## config.mk

```make
export PLATFORM = sky130hd
export DESIGN_NAME = hdc_argmin_stream_flat
export DESIGN_NICKNAME = d
export VERILOG_FILES = /design/src/rtl/hdc_argmin_stream_pkg.sv /design/src/rtl/hdc_argmin_stream_if.sv /design/src/rtl/hdc_argmin_stream_update.sv /design/src/rtl/hdc_argmin_stream.sv /design/src/flat_wrapper.sv
export SDC_FILE = /design/constraint.sdc
export NUM_CORES = 1
export LEC_CHECK = 0
export CORE_AREA = 2 2 218 113
export CTS_CLUSTER_SIZE = 10
export DETAILED_ROUTE_END_ITERATION = 8
export DIE_AREA = 0 0 220 115
export HOLD_SLACK_MARGIN = 0.08
export MAX_ROUTING_LAYER = met4
export PLACE_DENSITY = 0.63
export SLEW_MARGIN = 20
export SYNTH_ARGS = -nofsm -noshare
export SYNTH_HDL_FRONTEND = slang
export SYNTH_SLANG_ARGS = --single-unit
```

## constraint.sdc

```tcl
create_clock -name clk -period 6.7 [get_ports clk]
set_input_delay 2.01 -clock clk [delete_from_list [all_inputs] [get_ports clk]]
set_output_delay 2.01 -clock clk [all_outputs]
set_load 0.05 [all_outputs]
```

## src/rtl/hdc_argmin_stream_pkg.sv

```systemverilog
// hdc_argmin_stream_pkg: shared types, defaults and FSM states for the argmin reducer
package hdc_argmin_stream_pkg;
  localparam int DW_DEF = 32;
  localparam int CLSW_DEF = 16;
  localparam int NCLS_DEF = 10;
  typedef logic [DW_DEF-1:0] dist_t;
  typedef logic [CLSW_DEF-1:0] cls_t;
  localparam dist_t DIST_MAX = '1;
  typedef enum logic [1:0] {INIT, COLLECT, DONE} state_t;
endpackage

```

## src/rtl/hdc_argmin_stream_if.sv

```systemverilog
// hdc_argmin_stream_if: distance input stream and result output stream
interface hdc_argmin_stream_if import hdc_argmin_stream_pkg::*; #(
  parameter int DW = DW_DEF,
  parameter int CLSW = CLSW_DEF
);
  logic s_valid;
  logic s_ready;
  logic [DW-1:0] s_dist;
  logic m_valid;
  logic m_ready;
  logic [CLSW-1:0] m_cls;
  logic [DW-1:0] m_dist;
  logic [DW-1:0] m_margin;
  modport master (output s_valid, s_dist, m_ready, input s_ready, m_valid, m_cls, m_dist, m_margin);
  modport slave (input s_valid, s_dist, m_ready, output s_ready, m_valid, m_cls, m_dist, m_margin);
endinterface

```

## src/rtl/hdc_argmin_stream_update.sv

```systemverilog
// argmin_update: one compare step of the running minimum / runner-up tracker
module argmin_update #(
  parameter int DW = 32,
  parameter int CLSW = 16
) (
  input  logic [DW-1:0]   best,
  input  logic [DW-1:0]   second,
  input  logic [CLSW-1:0] cls,
  input  logic [CLSW-1:0] idx,
  input  logic [DW-1:0]   s_dist,
  input  logic            first,
  output logic [DW-1:0]   nbest,
  output logic [DW-1:0]   nsecond,
  output logic [CLSW-1:0] ncls
);
  logic lt_best, lt_sec;
  always_comb begin
    lt_best = s_dist < best;
    lt_sec = s_dist < second;
    nbest = (first || lt_best) ? s_dist : best;
    nsecond = first ? '1 : lt_best ? best : lt_sec ? s_dist : second;
    ncls = first ? '0 : lt_best ? idx : cls;
  end
endmodule

```

## src/rtl/hdc_argmin_stream.sv

```systemverilog
// hdc_argmin_stream: sequential argmin over NCLS streamed class distances with margin
module hdc_argmin_stream import hdc_argmin_stream_pkg::*; #(
  parameter int DW = DW_DEF,
  parameter int CLSW = CLSW_DEF,
  parameter int NCLS = NCLS_DEF
) (
  input logic clk,
  input logic rst_n,
  input logic clear,
  hdc_argmin_stream_if.slave io
);
  localparam int IW = (NCLS > 1) ? $clog2(NCLS) : 1;
  state_t state;
  logic [IW-1:0] idx;
  logic [DW-1:0] best, second, nbest, nsecond, m_dist, m_margin;
  logic [CLSW-1:0] cls, ncls, m_cls;
  logic last;
  assign last = idx == IW'(NCLS - 1);
  argmin_update #(.DW(DW), .CLSW(CLSW)) u_upd (
    .best(best), .second(second), .cls(cls), .idx(CLSW'(idx)), .s_dist(io.s_dist),
    .first(idx == '0), .nbest(nbest), .nsecond(nsecond), .ncls(ncls)
  );
  always_ff @(posedge clk or negedge rst_n)
    if (!rst_n) begin
      state <= INIT;
      idx <= '0;
      best <= '0;
      second <= '0;
      cls <= '0;
      m_cls <= '0;
      m_dist <= '0;
      m_margin <= '0;
    end else if (state == INIT) state <= COLLECT;
    else if (state == DONE) begin
      if (clear || io.m_ready) state <= COLLECT;
    end else if (clear) idx <= '0;
    else if (io.s_valid) begin
      best <= nbest;
      second <= nsecond;
      cls <= ncls;
      if (last) begin
        idx <= '0;
        state <= DONE;
        m_cls <= ncls;
        m_dist <= nbest;
        m_margin <= nsecond - nbest;
      end else idx <= idx + IW'(1);
    end
  assign io.s_ready = state == COLLECT;
  assign io.m_valid = state == DONE;
  assign io.m_cls = m_cls;
  assign io.m_dist = m_dist;
  assign io.m_margin = m_margin;
endmodule

```

## src/flat_wrapper.sv

```systemverilog
// flat-port wrapper written by rule: the top's interface ports become plain ports
module hdc_argmin_stream_flat import hdc_argmin_stream_pkg::*;
#(
  parameter int DW = DW_DEF,
  parameter int CLSW = CLSW_DEF,
  parameter int NCLS = NCLS_DEF
)
  (clk, rst_n, clear, io_s_valid, io_s_dist, io_m_ready, io_s_ready, io_m_valid, io_m_cls, io_m_dist, io_m_margin);
  hdc_argmin_stream_if #(.DW(DW), .CLSW(CLSW)) io_i ();
  input logic clk;
  input logic rst_n;
  input logic clear;
  input wire logic [$bits(io_i.s_valid)-1:0] io_s_valid;
  input wire logic [$bits(io_i.s_dist)-1:0] io_s_dist;
  input wire logic [$bits(io_i.m_ready)-1:0] io_m_ready;
  output wire logic [$bits(io_i.s_ready)-1:0] io_s_ready;
  output wire logic [$bits(io_i.m_valid)-1:0] io_m_valid;
  output wire logic [$bits(io_i.m_cls)-1:0] io_m_cls;
  output wire logic [$bits(io_i.m_dist)-1:0] io_m_dist;
  output wire logic [$bits(io_i.m_margin)-1:0] io_m_margin;
  assign io_i.s_valid = io_s_valid;
  assign io_i.s_dist = io_s_dist;
  assign io_i.m_ready = io_m_ready;
  assign io_s_ready = io_i.s_ready;
  assign io_m_valid = io_i.m_valid;
  assign io_m_cls = io_i.m_cls;
  assign io_m_dist = io_i.m_dist;
  assign io_m_margin = io_i.m_margin;
  hdc_argmin_stream #(.DW(DW), .CLSW(CLSW), .NCLS(NCLS)) u_core (.clk(clk), .rst_n(rst_n), .clear(clear), .io(io_i));
endmodule
```

# Word level (Yosys, flattened, before mapping)
# Index checks and enable logic that the tools add are counted.
# Widths: inputs -> output; s select.
# word_totals
ff_bits,166
input_bits,37
wordCells,46
output_inout_bits,82
# op_classes
eq_ne,5
muxes,15
reduce_logical,11
bitwise_logic,3
n_lt_le_gt_ge,2
addsub,2
# op_table
operator,count
$mux 32,4
$lt 32x32->1,2
$mux 16,2
$sub 32x32->32,1
$mux 2,6
$mux 4,3
$reduce_and 4->1,2
$ne 3x1->1 const B,2
$reduce_bool 3->1,2
$reduce_and 5->1,1
$add 4x1->4 const B,1
$eq 4x4->1 const B,1
$logic_not 4->1,1
$not 1->1,3
$reduce_and 3->1,1
$eq 2x1->1 const B,1
$eq 2x2->1 const B,1
$logic_not 2->1,1
$logic_or 1x1->1,2
$reduce_bool 2->1,1

# Logic depth before layout (Yosys ltp)
# depth
depth_word,6
depth_mapped,25
ltp_nobuf,24

# Hierarchy
# A second synthesis with hierarchy kept.
# unflattened
cells_unflattened,1175
hier_area_um2,11104.4
# by_module_without_submodules
module,n_inst,seq_area_each_um2,cells_per_inst,area_each_um2
hdc_argmin_stream,1,4154.0,813,8056.5
argmin_update,1,0.0,362,3047.9

# Least setup slack after synthesis
# No wires, ideal clock.
# synth_timing
path_kind,input to register
start,in io_s_dist[19]
end,reg u_core.m_margin[28] (netlist: u_core.io.m_margin[28])
setup_ns,0.125
arrival_time_ns,6.647
n_path_buf,2
path_slack_ns,-0.072
stages,23
cell_sequence,ha_1 > a21oi_1 > o21ai_1 > a2111oi_2 > a211oi_1 > a221oi_2 > o31a_1 > buf_2 > buf_4 > mux2i_1 > mux2i_1 > or2_1 > fa_1 > a21o_1 > a21oi_1 > o21ai_1 > a41oi_1 > o31ai_1 > a31o_2 > a211oi_1 > o21ai_1 > xor2_1 > mux2_2
# synth_between
elab_chain_len,5
word_cells_on_any_way,8
# synth_lines
element,line_no,text
"start, declared",flat_wrapper.sv:14,input wire logic [$bits(io_i.s_dist)-1:0] io_s_dist;
$lt 32x32->1,hdc_argmin_stream_update.sv:19,lt_sec = s_dist < second;
$mux 32,hdc_argmin_stream_update.sv:21,nsecond = first ? '1 : lt_best ? best : lt_sec ? s_dist : second;
$mux 32 * (2 in series),hdc_argmin_stream_update.sv:21,
named net u_core.nsecond[1],hdc_argmin_stream.sv:15,"logic [DW-1:0] best, second, nbest, nsecond, m_dist, m_margin;"
$sub 32x32->32 *,hdc_argmin_stream.sv:46,m_margin <= nsecond - nbest;
"end signal, assigned",hdc_argmin_stream.sv:46,
"end, declared",hdc_argmin_stream.sv:15,
# The timed path passes the listed nets; every way through them passes the cells marked *.
# A chain may end at the register's enable or synchronous reset.

# Final worst setup path
# layout_timing
start,in io_s_dist[2]
end,reg u_core.m_margin[31] (netlist: u_core.io.m_margin[31])
# Same word-level chain as after synthesis.

==> metrics.md <==
| Metric | Value |
|---|---|
| Status | `finished clean` |
| Pwr Density | `288 nW/µm²` |
| Initial DRC Count | `857` |
| Die width | `220 µm` |
| Gr usage total | `27.6%` |
| Final number of hold-violating endpoints | `0` |
| Antenna Cells | `0` |
| Crit. End Element | `flip-flop` |
| Leak Pwr | `6.93 nW` |
| Post-synth EDFFs | `0` |
| Clock transition at path regs | `0.07 ns` |
| Worst r2r dst | `u_core.io.m_margin[31]$_DFFE_PN0P_` |
| Async S/R FF share, synth | `100%` |
| Worst r2r src | `u_core.second[17]$_DFFE_PN0P_` |
| Placed Cells | `1,700` |
| Core footprint | `23,400 µm²` |
| Die ar. | `25,300 µm²` |
| Post-Layout Cell Count | `1,742` |
| Worst Setup EP | `u_core.io.m_margin[31]$_DFFE_PN0P_` |
| Buffer depth of the longest clock path | `2` |
| Post-Synth Adder-Cell Area | `11.8%` |
| Cell variety after synth | `63` |
| Clk root buf | `clkbuf_16` |
| Worst Path Required | `7.09 ns` |
| Synth Area in Simple Gates | `13.4%` |
| GP Congestion | `0.916` |
| Final Skew | `0.0103 ns` |
| Pin count of the biggest net entering global routing | `94` |
| Most frequent cells in the layout | `198 x buf_4, 166 x dfrtp_1, 122 x nand2_1` |
| Worst r2r path cells | `23` |
| Final setup fails | `0` |
| Initial core utilization | `44.3%` |
| Peak Freq | `0.153 GHz` |
| WL final | `32.6 mm` |
| Post-layout util | `61.6%` |
| Vias in the first global route | `8,810` |
| Num CTS Buffers | `17` |
| Die Ht | `115 µm` |
| Hold buffers post-CTS | `0` |
| Pre-Repair DR Iteration Count | `6` |
| Routed WL per cell | `18.7 µm` |
| Area grow syn2layout | `38.9%` |
| Final Cycle Share | `97.6%` |
| Final Max Slew Viols | `0` |
| FF+latch count, synth | `166` |
| CP Data Arrival Time | `6.93 ns` |
| Crit path launch | `io_s_dist[2]` |
| Slew @ Worst Pin | `0.707 ns` |
| Post-synthesis sequential area ratio | `40.0%` |
| Max VDD drop | `0.169 mV` |
| Worst Setup Path Type | `primary input to flip-flop` |
| Slowest stage delay, CP | `0.55 ns` |
| DP Wirelength | `24.7 mm` |
| # IOs | `119` |
| I/O Buffers | `118` |
| DRC viols | `0` |
| Layout cell share with drive strength beyond 1 | `25.7%` |
| Row cnt | `40` |
| Layout Nets | `1,549` |
| Vias | `9,440` |
| Total clock sinks | `166` |
| Slowest cell on the critical path | `or4_4` |
| Vias per cell | `5.42` |
| Syn avg cell area | `9.26 µm²` |
| Post-route ant nets | `0` |
| Reg-to-reg slack, setup | `1.37 ns` |
| Post-Synthesis Cells | `1,122` |
| Main combinational cell family by area after synthesis | `compound AO/OA/AOI/OAI gates` |
| Max Cap Viol | `0` |
| HP Class | `flip-flop to flip-flop` |
| Gr ovfl total | `0` |
| Clk Latency, worst-skew pair | `0.46 ns` |
| First-pass GRT wire length | `50.6 mm` |
| Initial antenna violation count | `0` |
| H-tree depth | `4` |
| TritonCTS clock tree | `done` |
| Synthesis Warnings | `0` |
| # fillers | `1,975` |
| Overall power | `4.15 mW` |
| Commonest non-fill, non-tap cell in the layout | `buf_4` |
| Mapped Nets | `1,256` |
| Max-Slew Margin vs Limit | `52.9%` |
| Compound-gate portion of the synthesized area | `17.6%` |
| Post-Synth XOR/XNOR Area | `2.28%` |
| CP cell instances | `dlygate4sd2_1, ha_2, o21a_1, nor2_1, or4_4, nand4_1, a221oi_2, o31a_4, buf_6, mux2i_1, mux2i_1, or2_1, ha_1, nor2b_2, o21ai_2, o21ai_2, a32oi_2, o311ai_2, o211ai_2, o31a_1, a211o_1, or4_1, nand3_1` |
| Mux share of post-synthesis cell area | `9.94%` |
| Tmin final | `6.54 ns` |
| Synth Flop Type | `dfrtp_1` |
| Max FO, Critical Path | `6` |
| Synthesized cell area | `10,400 µm²` |
| CP Launch Type | `primary input` |
## where the power goes
| part | leakage [nW] | switching, mW | internal [mW] |
|---|---|---|---|
| registers | 2.16 | 0.0478 | 1.09 |
| clock network | 0.268 | 0.460 | 0.493 |
| logic | 4.50 | 1.07 | 0.998 |
| total | 6.93 | 1.57 | 2.58 |
## cells by family after synthesis
kind of cell               Yosys count
AOI/OAI and AO/OA                  311
xor gates and xnor gates            27
adders and majority gates           97
buffers and inverters              129
DFF                                166
muxes                               99
and+or+nand+nor                    293
## synth_stat cells, types with 3 or more instances
cell / count / area [µm²]
ha_1: 96 / 1200
mux2i_1: 66 / 661
o21ai_0: 125 / 626
inv_1: 75 / 282
a41oi_1: 3 / 26.3
dfrtp_1: 166 / 4150
a211oi_1: 6 / 45.0
nor2b_1: 6 / 37.5
xor2_1: 13 / 114
nor2_1: 59 / 221
a2111oi_2: 3 / 45.0
buf_2: 14 / 70.1
and2_1: 14 / 87.6
nand3_1: 9 / 45.0
clkbuf_1: 35 / 131
mux2_2: 32 / 360
nor3_1: 7 / 35.0
o21a_1: 3 / 22.5
a21oi_1: 70 / 350
nand2_1: 124 / 465
nand2b_1: 10 / 62.6
o21bai_1: 4 / 30.0
a21o_1: 26 / 195
or2_1: 30 / 188
or4_1: 4 / 30.0
xnor2_1: 14 / 123
or2_2: 5 / 31.3
buf_4: 5 / 37.5
nand4_1: 12 / 75.1
o31ai_1: 6 / 45.0
o21ai_1: 39 / 195
a22o_1: 3 / 26.3
## flip-flops by register name, indices dropped and copies added (netlist names)
signal,cells
u_core.best,32
u_core.cls,16
u_core.idx,4
u_core.io.m_cls,16
u_core.io.m_dist,32
u_core.io.m_margin,32
u_core.second,32
u_core.state,2
## worst min-delay path by stage
stage	start	to	slack, ns	cells after the start
final	u_core.io.m_cls[9]$_DFFE_PN0P_	u_core.io.m_cls[9]$_DFFE_PN0P_	0.48	2
after detailed placement	u_core.io.m_margin[1]$_DFFE_PN0P_	u_core.io.m_margin[1]$_DFFE_PN0P_	0.47	2
after floorplan	u_core.cls[10]$_DFFE_PN0P_	u_core.cls[10]$_DFFE_PN0P_	0.45	1
after CTS	u_core.io.m_margin[20]$_DFFE_PN0P_	u_core.io.m_margin[20]$_DFFE_PN0P_	0.49	2
after global routing	u_core.cls[12]$_DFFE_PN0P_	u_core.cls[12]$_DFFE_PN0P_	0.50	1
after global placement	u_core.io.m_cls[4]$_DFFE_PN0P_	u_core.io.m_cls[4]$_DFFE_PN0P_	0.46	2
## through the flow
step           worst slack, ns  setup TNS (ns)  instance area (µm²)  hold slack, ns
4_1_cts               0.000294               0                14100           0.486
3_3_place_gp            -0.718          -10.04                13300           0.462
3_5_place_dp            -0.907          -14.76                13300           0.468
6_report                 0.162               0                14400           0.478
5_1_grt                -0.0216         -0.0320                14400           0.503
2_1_floorplan           0.0109               0                10400           0.453
## worst max-delay path, delay by kind of cell
kind	cells	cell delay (ns)
AOI/OAI and AO/OA	10	2.00
muxes	2	0.26
adders and majority gates	2	0.60
buffers and inverters	2	0.38
and+or+nand+nor	7	1.66
## per-layer routing
| layer | up-vias | global-route usage [%] | wire length, µm |
|---|---|---|---|
| met2 | 352 | 33.3 | 12000 |
| met4 | 0 | 5.19 | 277 |
| met5 | - | - | 0 |
| met3 | 34 | 6.64 | 2900 |
| li1 | 4524 | - | - |
| met1 | 4530 | 44.6 | 17400 |
## layout make-up
class	count	area, µm²	share of cell area, %
clock buffer	18	439	3.05
clock inverter	13	118	0.815
inverter	75	282	1.95
multi-input combinational	827	6180	42.9
sequential	166	4150	28.8
tap	315	394	2.73
timing repair buffer	328	2850	19.8
## what timing repair did
item / in CTS / in global routing
pin swaps: 19 / 39
endpoints found under the setup margin: 18 / 19
setup buffers: 7 / 4
resized for setup: 44 / 74
Power figures use the tool's default switching activity.
